--- src/rtl/rtc_bus_scheduler_pkg.sv ---
// RTC bus scheduler shared definitions: FSM states,
// RTC register map and the power-up init write table.
package rtc_bus_scheduler_pkg;

  typedef enum logic [2:0] {
    S_INIT,
    S_IDLE,
    S_WRITE,
    S_SCAN,
    S_GAP
  } state_e;

  localparam logic [7:0] SCAN_T0  = 8'h21;
  localparam logic [7:0] SCAN_T1  = 8'h26;
  localparam logic [7:0] SCAN_M0  = 8'h41;
  localparam logic [7:0] SCAN_M1  = 8'h43;
  localparam logic [7:0] RTC_CTRL = 8'h02;
  localparam logic [7:0] RTC_CFG  = 8'h10;

  localparam int INIT_LEN = 3;

  typedef struct packed {
    logic [7:0] addr;
    logic [7:0] data;
  } init_t;

  function automatic init_t init_entry(input logic [1:0] idx);
    init_t e;
    case (idx)
      2'd0:    e = '{addr: RTC_CTRL, data: 8'h10};
      2'd1:    e = '{addr: RTC_CTRL, data: 8'h00};
      default: e = '{addr: RTC_CFG,  data: 8'hD2};
    endcase
    return e;
  endfunction

endpackage

--- src/rtl/rtc_bus_scheduler_addr_gen.sv ---
// Sweep pointer for the periodic register scan:
// 0x21..0x26 then 0x41..0x43, wrapping back to 0x21.
module rtc_scan_addr_gen
  import rtc_bus_scheduler_pkg::*;
#(
  parameter int ADDR_W = 8
) (
  input  logic              clk,
  input  logic              rst_i,
  input  logic              load_i,
  input  logic              adv_i,
  output logic [ADDR_W-1:0] ptr_o,
  output logic              last_o
);

  logic [ADDR_W-1:0] ptr_q, ptr_d;

  always_comb begin
    ptr_d = ptr_q;
    if (load_i) begin
      ptr_d = ADDR_W'(SCAN_T0);
    end else if (adv_i) begin
      unique case (1'b1)
        ptr_q == ADDR_W'(SCAN_M1): ptr_d = ADDR_W'(SCAN_T0);
        ptr_q == ADDR_W'(SCAN_T1): ptr_d = ADDR_W'(SCAN_M0);
        default:                   ptr_d = ptr_q + 1'b1;
      endcase
    end
  end

  always_ff @(posedge clk) begin
    if (rst_i) ptr_q <= ADDR_W'(SCAN_T0);
    else       ptr_q <= ptr_d;
  end

  assign ptr_o  = ptr_q;
  assign last_o = (ptr_q == ADDR_W'(SCAN_M1));

endmodule

--- src/rtl/rtc_bus_scheduler.sv ---
// Owns the RTC register bus: init writes, periodic time/date
// sweeps and user writes interleaved at transaction boundaries.
module rtc_bus_scheduler
  import rtc_bus_scheduler_pkg::*;
#(
  parameter int SCAN_PERIOD = 100000,
  parameter int ADDR_W      = 8,
  parameter int DATA_W      = 8
) (
  input  logic              clk,
  input  logic              swreset,
  input  logic              scan_en,
  input  logic              wr_req,
  input  logic [ADDR_W-1:0] wr_addr,
  input  logic [DATA_W-1:0] wr_data,
  output logic              wr_ack,
  output logic              bus_req,
  output logic              bus_we,
  output logic [ADDR_W-1:0] bus_addr,
  output logic [DATA_W-1:0] bus_wdata,
  input  logic              bus_done,
  input  logic [DATA_W-1:0] bus_rdata,
  output logic              rd_valid,
  output logic [ADDR_W-1:0] rd_addr,
  output logic [DATA_W-1:0] rd_data,
  output logic              init_done,
  output logic              busy
);

  localparam int TW = (SCAN_PERIOD > 1) ? $clog2(SCAN_PERIOD) : 1;

  state_e            state_q, state_d;
  logic              req_q, req_d, we_q, we_d;
  logic [ADDR_W-1:0] addr_q, addr_d, rda_q, rda_d;
  logic [DATA_W-1:0] wdat_q, wdat_d, rdd_q, rdd_d;
  logic [1:0]        idx_q, idx_d;
  logic              idone_q, idone_d, sweep_q, sweep_d;
  logic              ack_q, ack_d, rdv_q, rdv_d;
  logic              pend_q, pend_d, busy_q;
  logic [TW-1:0]     tick_q, tick_d;
  logic              wrap, issue_wr, issue_rd, start, adv;
  logic [ADDR_W-1:0] ptr;
  logic              last;
  init_t             ent;

  rtc_scan_addr_gen #(.ADDR_W(ADDR_W)) u_addr_gen (
    .clk    (clk),
    .rst_i  (swreset),
    .load_i (start),
    .adv_i  (adv),
    .ptr_o  (ptr),
    .last_o (last)
  );

  always_comb begin
    state_d  = state_q;
    req_d    = req_q;
    we_d     = we_q;
    addr_d   = addr_q;
    wdat_d   = wdat_q;
    idx_d    = idx_q;
    idone_d  = idone_q;
    sweep_d  = sweep_q;
    ack_d    = 1'b0;
    rdv_d    = 1'b0;
    rda_d    = rda_q;
    rdd_d    = rdd_q;
    issue_wr = 1'b0;
    issue_rd = 1'b0;
    start    = 1'b0;
    adv      = 1'b0;
    ent      = init_entry(idx_q);
    wrap     = (tick_q == TW'(SCAN_PERIOD - 1));
    tick_d   = wrap ? '0 : tick_q + 1'b1;

    unique case (state_q)
      S_INIT: begin
        tick_d = '0;
        if (!req_q) begin
          req_d  = 1'b1;
          we_d   = 1'b1;
          addr_d = ADDR_W'(ent.addr);
          wdat_d = DATA_W'(ent.data);
        end else if (bus_done) begin
          req_d = 1'b0;
          idx_d = idx_q + 2'd1;
          if (idx_q == 2'(INIT_LEN - 1)) begin
            idone_d = 1'b1;
            state_d = S_IDLE;
          end
        end
      end
      S_IDLE: begin
        if (wr_req)      issue_wr = 1'b1;
        else if (pend_q) start    = 1'b1;
      end
      S_WRITE: begin
        if (bus_done) begin
          req_d   = 1'b0;
          ack_d   = 1'b1;
          state_d = S_GAP;
        end
      end
      S_SCAN: begin
        if (bus_done) begin
          req_d   = 1'b0;
          rdv_d   = 1'b1;
          rda_d   = addr_q;
          rdd_d   = bus_rdata;
          adv     = 1'b1;
          sweep_d = !last;
          state_d = S_GAP;
        end
      end
      S_GAP: begin
        // the request that was just acked is still held this cycle
        if (wr_req && !ack_q) issue_wr = 1'b1;
        else if (sweep_q)     issue_rd = 1'b1;
        else if (pend_q)      start    = 1'b1;
        else                  state_d  = S_IDLE;
      end
      default: state_d = S_INIT;
    endcase

    if (issue_wr) begin
      req_d   = 1'b1;
      we_d    = 1'b1;
      addr_d  = wr_addr;
      wdat_d  = wr_data;
      state_d = S_WRITE;
    end
    if (issue_rd || start) begin
      req_d   = 1'b1;
      we_d    = 1'b0;
      addr_d  = start ? ADDR_W'(SCAN_T0) : ptr;
      wdat_d  = '0;
      state_d = S_SCAN;
    end
    if (start) sweep_d = 1'b1;

    pend_d = (pend_q && !start) ||
             (wrap && scan_en && state_q != S_INIT);
  end

  always_ff @(posedge clk) begin
    if (swreset) begin
      state_q <= S_INIT;
      req_q   <= 1'b0;
      we_q    <= 1'b0;
      addr_q  <= '0;
      wdat_q  <= '0;
      idx_q   <= '0;
      idone_q <= 1'b0;
      sweep_q <= 1'b0;
      ack_q   <= 1'b0;
      rdv_q   <= 1'b0;
      rda_q   <= '0;
      rdd_q   <= '0;
      pend_q  <= 1'b0;
      tick_q  <= '0;
      busy_q  <= 1'b0;
    end else begin
      state_q <= state_d;
      req_q   <= req_d;
      we_q    <= we_d;
      addr_q  <= addr_d;
      wdat_q  <= wdat_d;
      idx_q   <= idx_d;
      idone_q <= idone_d;
      sweep_q <= sweep_d;
      ack_q   <= ack_d;
      rdv_q   <= rdv_d;
      rda_q   <= rda_d;
      rdd_q   <= rdd_d;
      pend_q  <= pend_d;
      tick_q  <= tick_d;
      busy_q  <= (state_d != S_IDLE);
    end
  end

  assign bus_req   = req_q;
  assign bus_we    = we_q;
  assign bus_addr  = addr_q;
  assign bus_wdata = wdat_q;
  assign wr_ack    = ack_q;
  assign rd_valid  = rdv_q;
  assign rd_addr   = rda_q;
  assign rd_data   = rdd_q;
  assign init_done = idone_q;
  assign busy      = busy_q;

endmodule

--- config.mk ---
export PLATFORM = sky130hd
export DESIGN_NAME = rtc_bus_scheduler
export DESIGN_NICKNAME = d
export VERILOG_FILES = /design/src/rtl/rtc_bus_scheduler_pkg.sv /design/src/rtl/rtc_bus_scheduler_addr_gen.sv /design/src/rtl/rtc_bus_scheduler.sv
export SDC_FILE = /design/constraint.sdc
export NUM_CORES = 1
export LEC_CHECK = 0
export CAP_MARGIN = 30
export CORE_MARGIN = 2
export CORE_UTILIZATION = 54
export CTS_CLUSTER_DIAMETER = 50
export DETAILED_ROUTE_END_ITERATION = 10
export PLACE_DENSITY = 0.84
export SKIP_LAST_GASP = 1
export SYNTH_ARGS = -nofsm -noshare
export SYNTH_HDL_FRONTEND = slang
export SYNTH_SLANG_ARGS = --single-unit
--- constraint.sdc ---
create_clock -name clk -period 3.9 [get_ports clk]
set_input_delay 0.78 -clock clk [delete_from_list [all_inputs] [get_ports clk]]
set_output_delay 0.78 -clock clk [all_outputs]
set_load 0.1 [all_outputs]
## Yosys cells after proc, flatten, opt, wreduce, memory -nomap -nowiden

Cells that the tools add are included.

- Input bits: 29
- Memory bits (read-only): 0
- Memories kept: 0
- Register bits: 70
- Output and inout bits: 38
- Bits in writable memories: 0
- Latch bits: 0

- Shift-type cells: 0
- Bitwise gates (word level): 1
- Magnitude comparators: 0
- Div/mod/pow operators: 0
- Muxes and demuxes: 45
- $add $sub $neg: 3
- Reductions and logical operators: 29
- $mul: 0
- Equality and inequality tests: 13

Operator list:

| cell | number |
|---|---|
| 8-bit 2-to-1 mux | 8 |
| 3-bit 2-to-1 mux | 9 |
| 13-bit one-hot mux with 2 select lines | 1 |
| 1-bit 2-to-1 mux | 22 |
| 17-bit by 1-bit adder with 17-bit output (second input constant) | 1 |
| 17-bit equality test (second input constant) | 1 |
| 8-bit one-hot mux with 2 select lines | 1 |
| 3-bit one-hot mux with 4 select lines | 1 |
| 2-bit AND reduction | 5 |
| 8-bit by 1-bit adder with 8-bit output (second input constant) | 1 |
| 8-bit by 6-bit equality test with 1-bit output (second input constant) | 1 |
| 8-bit by 7-bit equality test with 1-bit output (second input constant) | 1 |
| 2-bit OR reduction | 4 |
| 3-bit by 2-bit equality test with 1-bit output (second input constant) | 2 |
| 3-bit by 1-bit inequality test with 1-bit output (second input constant) | 2 |
| 1-bit one-hot mux with 2 select lines | 3 |
| 2-bit nonzero test | 3 |
| 3-bit nonzero test | 2 |
| 1-bit logical AND | 4 |
| 4-bit by 1-bit inequality test with 1-bit output (second input constant) | 1 |
| 4-bit AND reduction | 1 |
| 4-bit nonzero test | 1 |
| 3-bit by 1-bit equality test with 1-bit output (second input constant) | 1 |
| 3-bit equality test (second input constant) | 1 |
| 11 further kinds | 14 |

## Depth between registers and ports, before layout

Gate-level depths: netlist (run 1).

- Depth after elaboration: 8
- Mapped depth: 7

## By module

Synthesis (run 1) repeated with hierarchy kept, for this count alone.

- Cells, all modules: 372
- Area, all modules: 3,198.1 um^2

Modules (own cells, without submodules):

| module | instances | cells an instance | seq. area each (um^2) | area each (um^2) |
|---|---|---|---|---|
| rtc_bus_scheduler | 1 | 319 | 1,241.2 | 2,731.4 |
| rtc_scan_addr_gen | 1 | 53 | 160.2 | 466.7 |

## Worst setup path before layout (run 1)

No wires, ideal clock.

- Kind: flip-flop to flip-flop
- From: register ack_q (netlist: wr_ack)
- To: register u_addr_gen.ptr_q[6] (netlist: u_addr_gen.ptr_o[6])
- Data arrival time: 2.061 ns
- Path buffers: 0
- Library setup time: 0.117 ns
- Setup slack: 1.722 ns
- Stages on the path, launching flop included: 6
- Cells stage by stage: dfxtp_1 > and2b_1 > nor4bb_4 > or3_1 > nor2_1 > a32o_1

- Longest elaborated chain between the ends: 5

RTL lines:

| element | line | RTL |
|---|---|---|
| start, declared | rtc_bus_scheduler.sv:38 | `logic ack_q, ack_d, rdv_q, rdv_d;` |
| start signal, assigned | rtc_bus_scheduler.sv:171 | `ack_q <= ack_d;` |
| 1-bit zero test | rtc_bus_scheduler.sv:117 | `if (wr_req && !ack_q) issue_wr = 1'b1;` |
| 1-bit logical AND | rtc_bus_scheduler.sv:117 |  |
| 1-bit 2-to-1 mux | rtc_bus_scheduler.sv:117 |  |
| 1-bit one-hot mux with 2 select lines | rtc_bus_scheduler.sv:76 | `unique case (state_q)` |
| 2-bit OR reduction (no line) | -- |  |
| end signal, assigned | rtc_bus_scheduler_addr_gen.sv:32 | `if (rst_i) ptr_q <= ADDR_W'(SCAN_T0);` |
| end signal, assigned | rtc_bus_scheduler_addr_gen.sv:33 | `else ptr_q <= ptr_d;` |
| end, declared | rtc_bus_scheduler_addr_gen.sv:16 | `logic [ADDR_W-1:0] ptr_q, ptr_d;` |

No other way between the ends.
A chain may end at the register's enable or synchronous reset.

## Worst setup path in the final report (run 1)

- From: register req_q (netlist: bus_req)
- To: output bus_req

RTL lines:

| element | line | RTL |
|---|---|---|
| start, declared | rtc_bus_scheduler.sv:33 | `logic req_q, req_d, we_q, we_d;` |
| start signal, assigned | rtc_bus_scheduler.sv:164 | `req_q <= req_d;` |
| end, declared | rtc_bus_scheduler.sv:17 | `output logic bus_req,` |

No word-level cell between the ends.

==> impl_metrics.toml, run 1 <==
[placement]
hpwlAfterDp_mm = 5.03
place.port_buffers = 66
place_congestion = 0.873
placed_area_mm2 = 0.00378

[setup_path]
critical_path_class = "flop to output pin"
path_buf_inv = 1
critPathMaxFanout = 7
worst_path_largest_cell_delay_ps = 1190
cp_top_family = "buffers and inverters"
crit_arrival_ps = 1990
start_kind = "flop"
endpoint_kind = "output pin"
required_ps = 3120
crit_chain = "clkdlybuf4s50_1"
slowest_stage = "clkdlybuf4s50_1"

[power_and_ir_drop]
clock_power_share_pct = 44.3
switching_share_pct = 24.6
p_leak_nw = 1.44
pwr-share-comb_pct = 12.1
p_int_w = 0.00128
seqPwrFrac_pct = 43.6
ir_worst_vdd_v = 0.000404
pwr_density_cell_mw_per_mm2 = 420
switchingPower_w = 0.000418

[routing]
wl_per_cell_um = 14.5
avgViaCountPerCell = 5.57
routed_wl_mm = 7.37
ant_nets = 0
dr.pass1.iters = 4
drc = 0
drt_iter0_drc = 281
num_vias = 2825

[sta]
min_period_over_period_pct = 70.9
clock_skew_ps = 8.63
tightest_slew_ps = 987
slew_violations = 0
fin_crit_ps = 2770
final-setup-viol-count = 0
fmax_ghz = 0.362
rsz0062_at_grt = "false"
timing.final.hold_violations = 0
slew_headroom_pct = 34.0
fin_tns_setup_ps = 0

[global_route]
grt_max_degree = 23
grt_overflow = 0
grt_pass1_vias = 2652
antenna_found_initial = 0
grt_usage_pct = 24.0
grt_pass1_wl_mm = 11.9

[finish]
fillers = 425
final_cell_mix = "dfxtp_1 (70), clkdlybuf4s50_1 (66), nand2_1 (55)"
final_common_cell = "dfxtp_1"
stdcell_area_mm2 = 0.00404
nets = 467
area_growth_pct = 31.1
diodes = 0
drive_above_1_share_pct = 6.44

[synthesis]
syn_nets = 403
syn_area_mm2 = 0.00308
ys_types = 48
syn_area_per_cell_um2 = 8.40
ys_warn_count = 0
seq_area_frac_synth_pct = 45.4
synthFlopType = "dfxtp_1"
yosys_register_bits = 70
netlist_instances = 367
synth_edf_count = 0
async_flop_share_pct = 0

[job]
cap_violations = 0

[clock_tree]
ctsResizeCount = 0
cts_setup_buffers = 0
clock_path_buffers = 2
cts_tree = "done"
htree_levels = 3
ctsHoldBuffers = 0
clockRootBuffer = "clkbuf_8"
clkTransAtPathRegs_ps = 70
clock_sinks = 70
cts_buffers = 9
clk_latency_ps = 340

[floorplan]
rows = 27
die-area_mm2 = 0.00633
coreArea_mm2 = 0.00551
die_w_um = 79.6
start_util_pct = 56.0
ios = 67
die_h_um = 79.6

[status]
status = "complete, no violations"

[worst_hold_path]
hold_class = "flop to flop"
-- cell usage after synthesis (6+ instances only) --
library cell | n | area share [%]
dfxtp_1 | 70 | 45
nand2_1 | 55 | 6.7
nor2_1 | 46 | 5.6
a21oi_1 | 38 | 6.2
xor2_1 | 17 | 4.8
nand3_1 | 14 | 2.3
nor3_1 | 11 | 1.8
inv_1 | 10 | 1.2
and3_1 | 9 | 1.8
buf_2 | 8 | 1.3
clkbuf_1 | 7 | 0.85
ha_1 | 7 | 2.8
a211oi_1 | 6 | 1.5
-- per-stage QoR --
stage | power, W | hold slack [ps] | std cells | utilization [%] | setup WS (ps)
after detailed placement | 0.000960 | 446 | 492 | 68.7 | 1140
after floorplan | 0.000892 | 430 | 367 | - | 1720
final | 0.00170 | 456 | 507 | 73.4 | 1130
after CTS | 0.00171 | 456 | 507 | 73.4 | 1140
after global placement | 0.000958 | 441 | 492 | 68.7 | 1220
after global routing | 0.00175 | 475 | 507 | 73.4 | 1100
-- layout make-up --
class                   instances  area (µm²)  area share [%]
multi-input cells             270        1570            38.8
flip-flops and latches         70        1400            34.7
repair buffers                 69         683            16.9
clock inverters                 6         135            3.34
clock buffers                   9         124            3.06
well taps                      72        90.1            2.23
inverters                      11        41.3            1.02
-- sequential cells by signal, summed over array words and instances, names as in the netlist, 2 cells and up --
name and cells:
state_q 3, idx_q 2, bus_wdata 8, tick_q 17, rd_data 8, rd_addr 8, bus_addr 8, u_addr_gen.ptr_o 8
-- per-layer routing --
layer | share of wire (%) | up-vias | track usage (%)
met3 | 6.1 | 12 | 4.64
li1 | - | 1403 | -
met2 | 47 | 92 | 38.5
met5 | 0 | - | 0
met1 | 46 | 1318 | 31.0
met4 | 1.3 | 0 | 11.4
-- power groups by stage --
| stage | registers [W] | clock network (W) | logic [W] |
|---|---|---|---|
| 3_3_place_gp | 0.000756 | 0 | 0.000202 |
| 2_1_floorplan | 0.000841 | 0 | 0.0000511 |
| 3_5_place_dp | 0.000756 | 0 | 0.000204 |
| 6_report | 0.000740 | 0.000753 | 0.000206 |
| 5_1_grt | 0.000742 | 0.000790 | 0.000216 |
| 4_1_cts | 0.000740 | 0.000765 | 0.000205 |
-- final timing paths --
check | start | to | slack [ps] | depth (start not counted)
worst max register to register | state_q[0]$_SDFF_PP0_ | bus_addr[3]$_SDFFE_PP0P_ | 1720 | 5
worst min-delay path | rd_addr[7]$_SDFFE_PP0P_ | rd_addr[7]$_SDFFE_PP0P_ | 460 | 2
worst min register to register | rd_addr[7]$_SDFFE_PP0P_ | rd_addr[7]$_SDFFE_PP0P_ | 460 | 2
worst max-delay path | bus_req$_SDFFE_PP0P_ | bus_req | 1130 | 1
-- worst register-to-register path: stages (launching register included) --
cell	delay, ps
dfxtp_1	620
nor3b_1	150
o21ai_2	600
nand2_1	200
nor3_1	360
a211oi_1	130
-- logic make-up (layout without fill, tap and decap cells) --
family                     count (synthesis)  after routing  synth area share, %
adders and majority gates                  7              7                 2.84
muxes                                      1              1                0.325
and+or+nand+nor                          172            172                 27.7
DFF                                       70             70                 45.4
AOI/OAI and AO/OA                         69             69                 14.0
xor gates and xnor gates                  21             21                 5.96
buffers and inverters                     27             95                 3.73
(Power assumes the default switching activity.)
==> inputs of run 2 (changes only) <==
--- a/config.mk
+++ b/config.mk
@@ -7,10 +7,10 @@
 export LEC_CHECK = 0
 export CAP_MARGIN = 30
 export CORE_MARGIN = 2
-export CORE_UTILIZATION = 54
+export CORE_UTILIZATION = 50
 export CTS_CLUSTER_DIAMETER = 50
 export DETAILED_ROUTE_END_ITERATION = 10
-export PLACE_DENSITY = 0.84
+export PLACE_DENSITY = 0.79
 export SKIP_LAST_GASP = 1
 export SYNTH_ARGS = -nofsm -noshare
 export SYNTH_HDL_FRONTEND = slang
==> constraint.sdc (replaced) <==
create_clock -name clk -period 2.72 [get_ports clk]
set_input_delay 0.544 -clock clk [delete_from_list [all_inputs] [get_ports clk]]
set_output_delay 0.544 -clock clk [all_outputs]
set_load 0.1 [all_outputs]
==> run 2 against run 1 <==
Compared with the run above:
- register-to-register slack worse by 1200 ps
- core utilization is 7.4 points lower
- critical path type is now input port to flop
- wire length rose by 0.91%
==> impl_metrics.toml, run 2 (synthesis results as in run 1) <==
[clock_tree]
cts_buffers = 9
ctsHoldBuffers = 0
htree_levels = 3
clkTransAtPathRegs_ps = 70
ctsResizeCount = 0
cts_setup_buffers = 0
clockRootBuffer = "clkbuf_8"
clock_path_buffers = 2
clock_sinks = 70
cts_tree = "done"
clk_latency_ps = 350

[finish]
stdcell_area_mm2 = 0.00393
final_common_cell = "dfxtp_1"
drive_above_1_share_pct = 15.5
final_cell_mix = "dfxtp_1 (70), nand2_1 (55), nor2_1 (46)"
nets = 469
area_growth_pct = 27.5
largest_reg_flops = 17
fin_cells = 513
top_register = "tick_q"
diodes = 0

[setup_path]
start_kind = "input port"
worst_path_largest_cell_delay_ps = 550
cp_top_family = "simple AND/OR/NAND/NOR gates"
r2r_setup_slack_ps = 540
required_ps = 2980
crit_chain = "clkdlybuf4s50_1 -> nor2_1 -> and4_4 -> nor3_2 -> nand2_1 -> nor3_1"
critPathMaxFanout = 10
critical_path_class = "input port to flop"
path_buf_inv = 1
crit_arrival_ps = 2450
endpoint_kind = "flop"
slowest_stage = "clkdlybuf4s50_1"

[placement]
dp_slack_ps = 150
dp_cells = 497
hpwlAfterDp_mm = 5.12
place_congestion = 0.821
place.port_buffers = 66
placed_area_mm2 = 0.00371

[routing]
ant_nets = 0
wl_met3_um = 462
drt_iter0_drc = 251
num_vias = 2851
drc = 0
routed.top_layer = "met4"
routed_wl_mm = 7.43
wl_per_cell_um = 14.5
avgViaCountPerCell = 5.56
dr.pass1.iters = 4
wl_met2_mm = 3.51
met1_length_mm = 3.30

[floorplan]
coreArea_mm2 = 0.00596
die_w_um = 82.5
ios = 67
die_h_um = 82.5
rows = 28
die-area_mm2 = 0.00681
start_util_pct = 51.8

[sta]
slew_headroom_pct = 50.9
fin_crit_ps = 2190
clock_skew_ps = 4.64
final-setup-viol-count = 0
timing.final.hold_violations = 0
rsz0062_at_grt = "false"
min_period_over_period_pct = 80.6
setup_slack_ps = 528
fmax_ghz = 0.456
tightest_slew_ps = 736
fin_tns_setup_ps = 0
slew_violations = 0

[job]
cap_violations = 0

[global_route]
grt_pass1_wl_mm = 12.2
grt_pass1_vias = 2715
grt_max_degree = 22
grt_overflow = 0
grt_usage_pct = 23.3
antenna_found_initial = 0

[status]
status = "complete, no violations"

[worst_hold_path]
hold_class = "flop to flop"

[power_and_ir_drop]
pwr_density_cell_mw_per_mm2 = 583
ir_worst_vdd_v = 0.000325
p_leak_nw = 1.51
run 2: per-layer routing:
| metal | track usage (%) | vias to the layer above |
|---|---|---|
| li1 | - | 1407 |
| met2 | 36.6 | 87 |
| met5 | 0 | - |
| met3 | 5.33 | 17 |
| met4 | 10.8 | 0 |
| met1 | 30.3 | 1340 |
run 2: worst reg2reg max path, stage by stage, from the launching register on:
cell and delay (ps):
dfxtp_1 610, nor3b_1 160, o21ai_2 610, nand2_1 190, nor3_1 350, a211oi_1 140
run 2: metrics by stage:
| step | utilization [%] | power (W) | hold slack (ps) |
|---|---|---|---|
| finish | 66.0 | 0.00229 | 455 |
| floorplan | - | 0.00128 | 430 |
| global placement | 62.2 | 0.00137 | 443 |
| CTS | 66.0 | 0.00230 | 458 |
| global route | 66.0 | 0.00237 | 474 |
| detailed placement | 62.2 | 0.00137 | 448 |
run 2: power by group:
| group | internal (W) | total, W | switching (W) |
|---|---|---|---|
| sequential | 0.00104 | 0.00106 | 0.0000176 |
| combinational | 0.0000922 | 0.000291 | 0.000199 |
| clock | 0.000543 | 0.000940 | 0.000397 |
run 2: cell type report:
| cell class | count | area [µm²] |
|---|---|---|
| multi-input combinational | 270 | 1570 |
| inverter | 11 | 41.3 |
| fill | 496 | 2020 |
| tap | 75 | 93.8 |
| timing repair buffer | 71 | 603 |
| clock buffer | 11 | 141 |
| clock inverter | 5 | 82.6 |
| sequential | 70 | 1400 |
run 2: final timing paths:
kind         depth (start not counted)                     from                         to
max                                  6                   wr_req  bus_wdata[7]$_SDFFE_PP0P_
min                                  2  rd_data[5]$_SDFFE_PP0P_    rd_data[5]$_SDFFE_PP0P_
max reg2reg                          5    state_q[0]$_SDFF_PP0_   bus_addr[6]$_SDFFE_PP0P_
min reg2reg                          2  rd_data[5]$_SDFFE_PP0P_    rd_data[5]$_SDFFE_PP0P_
==> inputs of run 3 (changes only) <==
==> constraint.sdc (replaced) <==
create_clock -name clk -period 2.2 [get_ports clk]
set_input_delay 0.44 -clock clk [delete_from_list [all_inputs] [get_ports clk]]
set_output_delay 0.44 -clock clk [all_outputs]
set_load 0.1 [all_outputs]
==> run 3 against run 2 <==
Compared with the run above:
- largest power group unchanged
- clock power grew 4.7%
- final cell count is 2.5% higher
- critical path depth down 1
- global-route usage down 1.2 points
- worst hold slack better by 0.93 ps
- worst setup slack worse by 260 ps
- clock skew up 3.8 ps
- non-clock buffer count is 13 higher
- wire length shrank 3.2%
- via count shrank 1.4%
==> impl_metrics.toml, run 3 (synthesis results as in run 1) <==
[clock_tree]
ctsResizeCount = 0
clock_sinks = 70
clock_path_buffers = 2
cts_setup_buffers = 0
ctsHoldBuffers = 0
clockRootBuffer = "clkbuf_8"
clkTransAtPathRegs_ps = 70
cts_tree = "done"
cts_buffers = 9
htree_levels = 3
clk_latency_ps = 350

[power_and_ir_drop]
switchingPower_w = 0.000731
p_int_w = 0.00193
clock_power_share_pct = 37.0
ir_worst_vdd_v = 0.000548
p_leak_nw = 1.55
pwr_density_cell_mw_per_mm2 = 667
switching_share_pct = 27.5
pwr-share-comb_pct = 13.7
finalPower_w = 0.00266
seqPwrFrac_pct = 49.3

[worst_hold_path]
hold_depth = 2
hold_path_end = "rd_data[0]$_SDFFE_PP0P_"
hold_class = "flop to flop"
min_from = "rd_data[0]$_SDFFE_PP0P_"

[sta]
timing.final.hold_violations = 0
tightest_slew_ps = 566
fin_crit_ps = 1940
whs_ps = 456
rsz0062_at_grt = "false"
clock_skew_ps = 8.49
slew_headroom_pct = 61.9
min_period_over_period_pct = 88.0
slew_violations = 0
fmax_ghz = 0.517
final-setup-viol-count = 0

[routing]
dr.pass1.iters = 4
drt_iter0_drc = 164
num_vias = 2810
drc = 0
routed_wl_mm = 7.20
avgViaCountPerCell = 5.34
wl_per_cell_um = 13.7
ant_nets = 0

[global_route]
grt_pass1_wl_mm = 11.6
grt_overflow = 0
grt_usage_pct = 22.1
grt_pass1_vias = 2627
grt_max_degree = 22
antenna_found_initial = 0

[finish]
nets = 482
diodes = 0
area_growth_pct = 29.5
final_cell_mix = "dfxtp_1 (70), buf_4 (56), nand2_1 (55)"
final_common_cell = "dfxtp_1"
drive_above_1_share_pct = 18.0
top_register = "tick_q"
largest_reg_flops = 17

[setup_path]
reg2reg_depth = 5
crit-reg2reg-launch = "state_q[0]$_SDFF_PP0_"
r2r_setup_slack_ps = 260
critical_path_class = "flop to flop"
r2r-end = "state_q[2]$_SDFF_PP0_"
endpoint_kind = "flop"
start_kind = "flop"
crit_arrival_ps = 2180
critPathMaxFanout = 15
required_ps = 2440

[floorplan]
die_h_um = 82.5
rows = 28
die-area_mm2 = 0.00681
start_util_pct = 51.8
ios = 67
coreArea_mm2 = 0.00596
die_w_um = 82.5

[status]
status = "complete, no violations"

[placement]
hpwlAfterDp_mm = 5.31
place_congestion = 0.864
place.port_buffers = 66

[job]
cap_violations = 0
[run 3: cell types whose count changed in the layout (fill, tap and decap cells not counted)]
cell and delta:
clkinvlp_4 +3, clkinv_4 -2, clkbuf_8 -1, buf_4 +13
clkinv_2 +1, bufinv_16 -1
[run 3: through the flow]
stage / instance area, µm² / worst slack, ps / instances / TNS (ps) / util (%)
2_1_floorplan: 3080 / 22.1 / 367 / 0 / -
5_1_grt: 4000 / 105 / 526 / 0 / 67.1
6_report: 4000 / 264 / 526 / 0 / 67.1
3_5_place_dp: 3800 / -59.9 / 510 / -316 / 63.9
3_3_place_gp: 3800 / -14.5 / 510 / -14.5 / 63.9
4_1_cts: 4000 / 302 / 526 / 0 / 67.1
[run 3: power by group through the flow]
stage | Clock [W] | Sequential (W) | Combinational (W)
floorplan | 0 | 0.00149 | 0.0000906
global placement | 0 | 0.00134 | 0.000362
detailed placement | 0 | 0.00134 | 0.000366
CTS | 0.00101 | 0.00131 | 0.000367
global route | 0.00107 | 0.00131 | 0.000386
finish | 0.000984 | 0.00131 | 0.000366
[run 3: cell type report]
class	instances	area, µm²
Fill cell	515	1960
Multi-Input combinational cell	270	1570
Sequential cell	70	1400
Timing Repair Buffer	84	701
Clock buffer	10	128
Tap cell	75	93.8
Clock inverter	6	62.6
Inverter	11	41.3
[run 3: worst max path at each step]
| stage | from | to | slack (ps) |
|---|---|---|---|
| after floorplan | wr_ack$_SDFF_PP0_ | u_addr_gen.ptr_o[6]$_SDFFE_PP0P_ | 20 |
| after global placement | wr_req | bus_addr[4]$_SDFFE_PP0P_ | -10 |
| after detailed placement | wr_req | bus_addr[2]$_SDFFE_PP0P_ | -60 |
| after CTS | wr_req | state_q[2]$_SDFF_PP0_ | 300 |
| after global routing | state_q[0]$_SDFF_PP0_ | state_q[2]$_SDFF_PP0_ | 110 |
| final | state_q[0]$_SDFF_PP0_ | state_q[2]$_SDFF_PP0_ | 260 |
[run 3: per-layer routing]
metal  up-vias  track usage [%]  routed length (µm)
li1       1435                -                   -
met1      1295             26.9                3260
met2        73             37.0                3440
met3         7             6.74                 420
met4         0             7.38                  70
met5         -                0                   0
[run 3: worst max-delay path, cell delays in order, from the launching register on]
cell and delay [ps]:
dfxtp_1 600, nor2_1 180, nor4bb_4 200, nor3_2 240
nand2_1 320, nor4_1 290
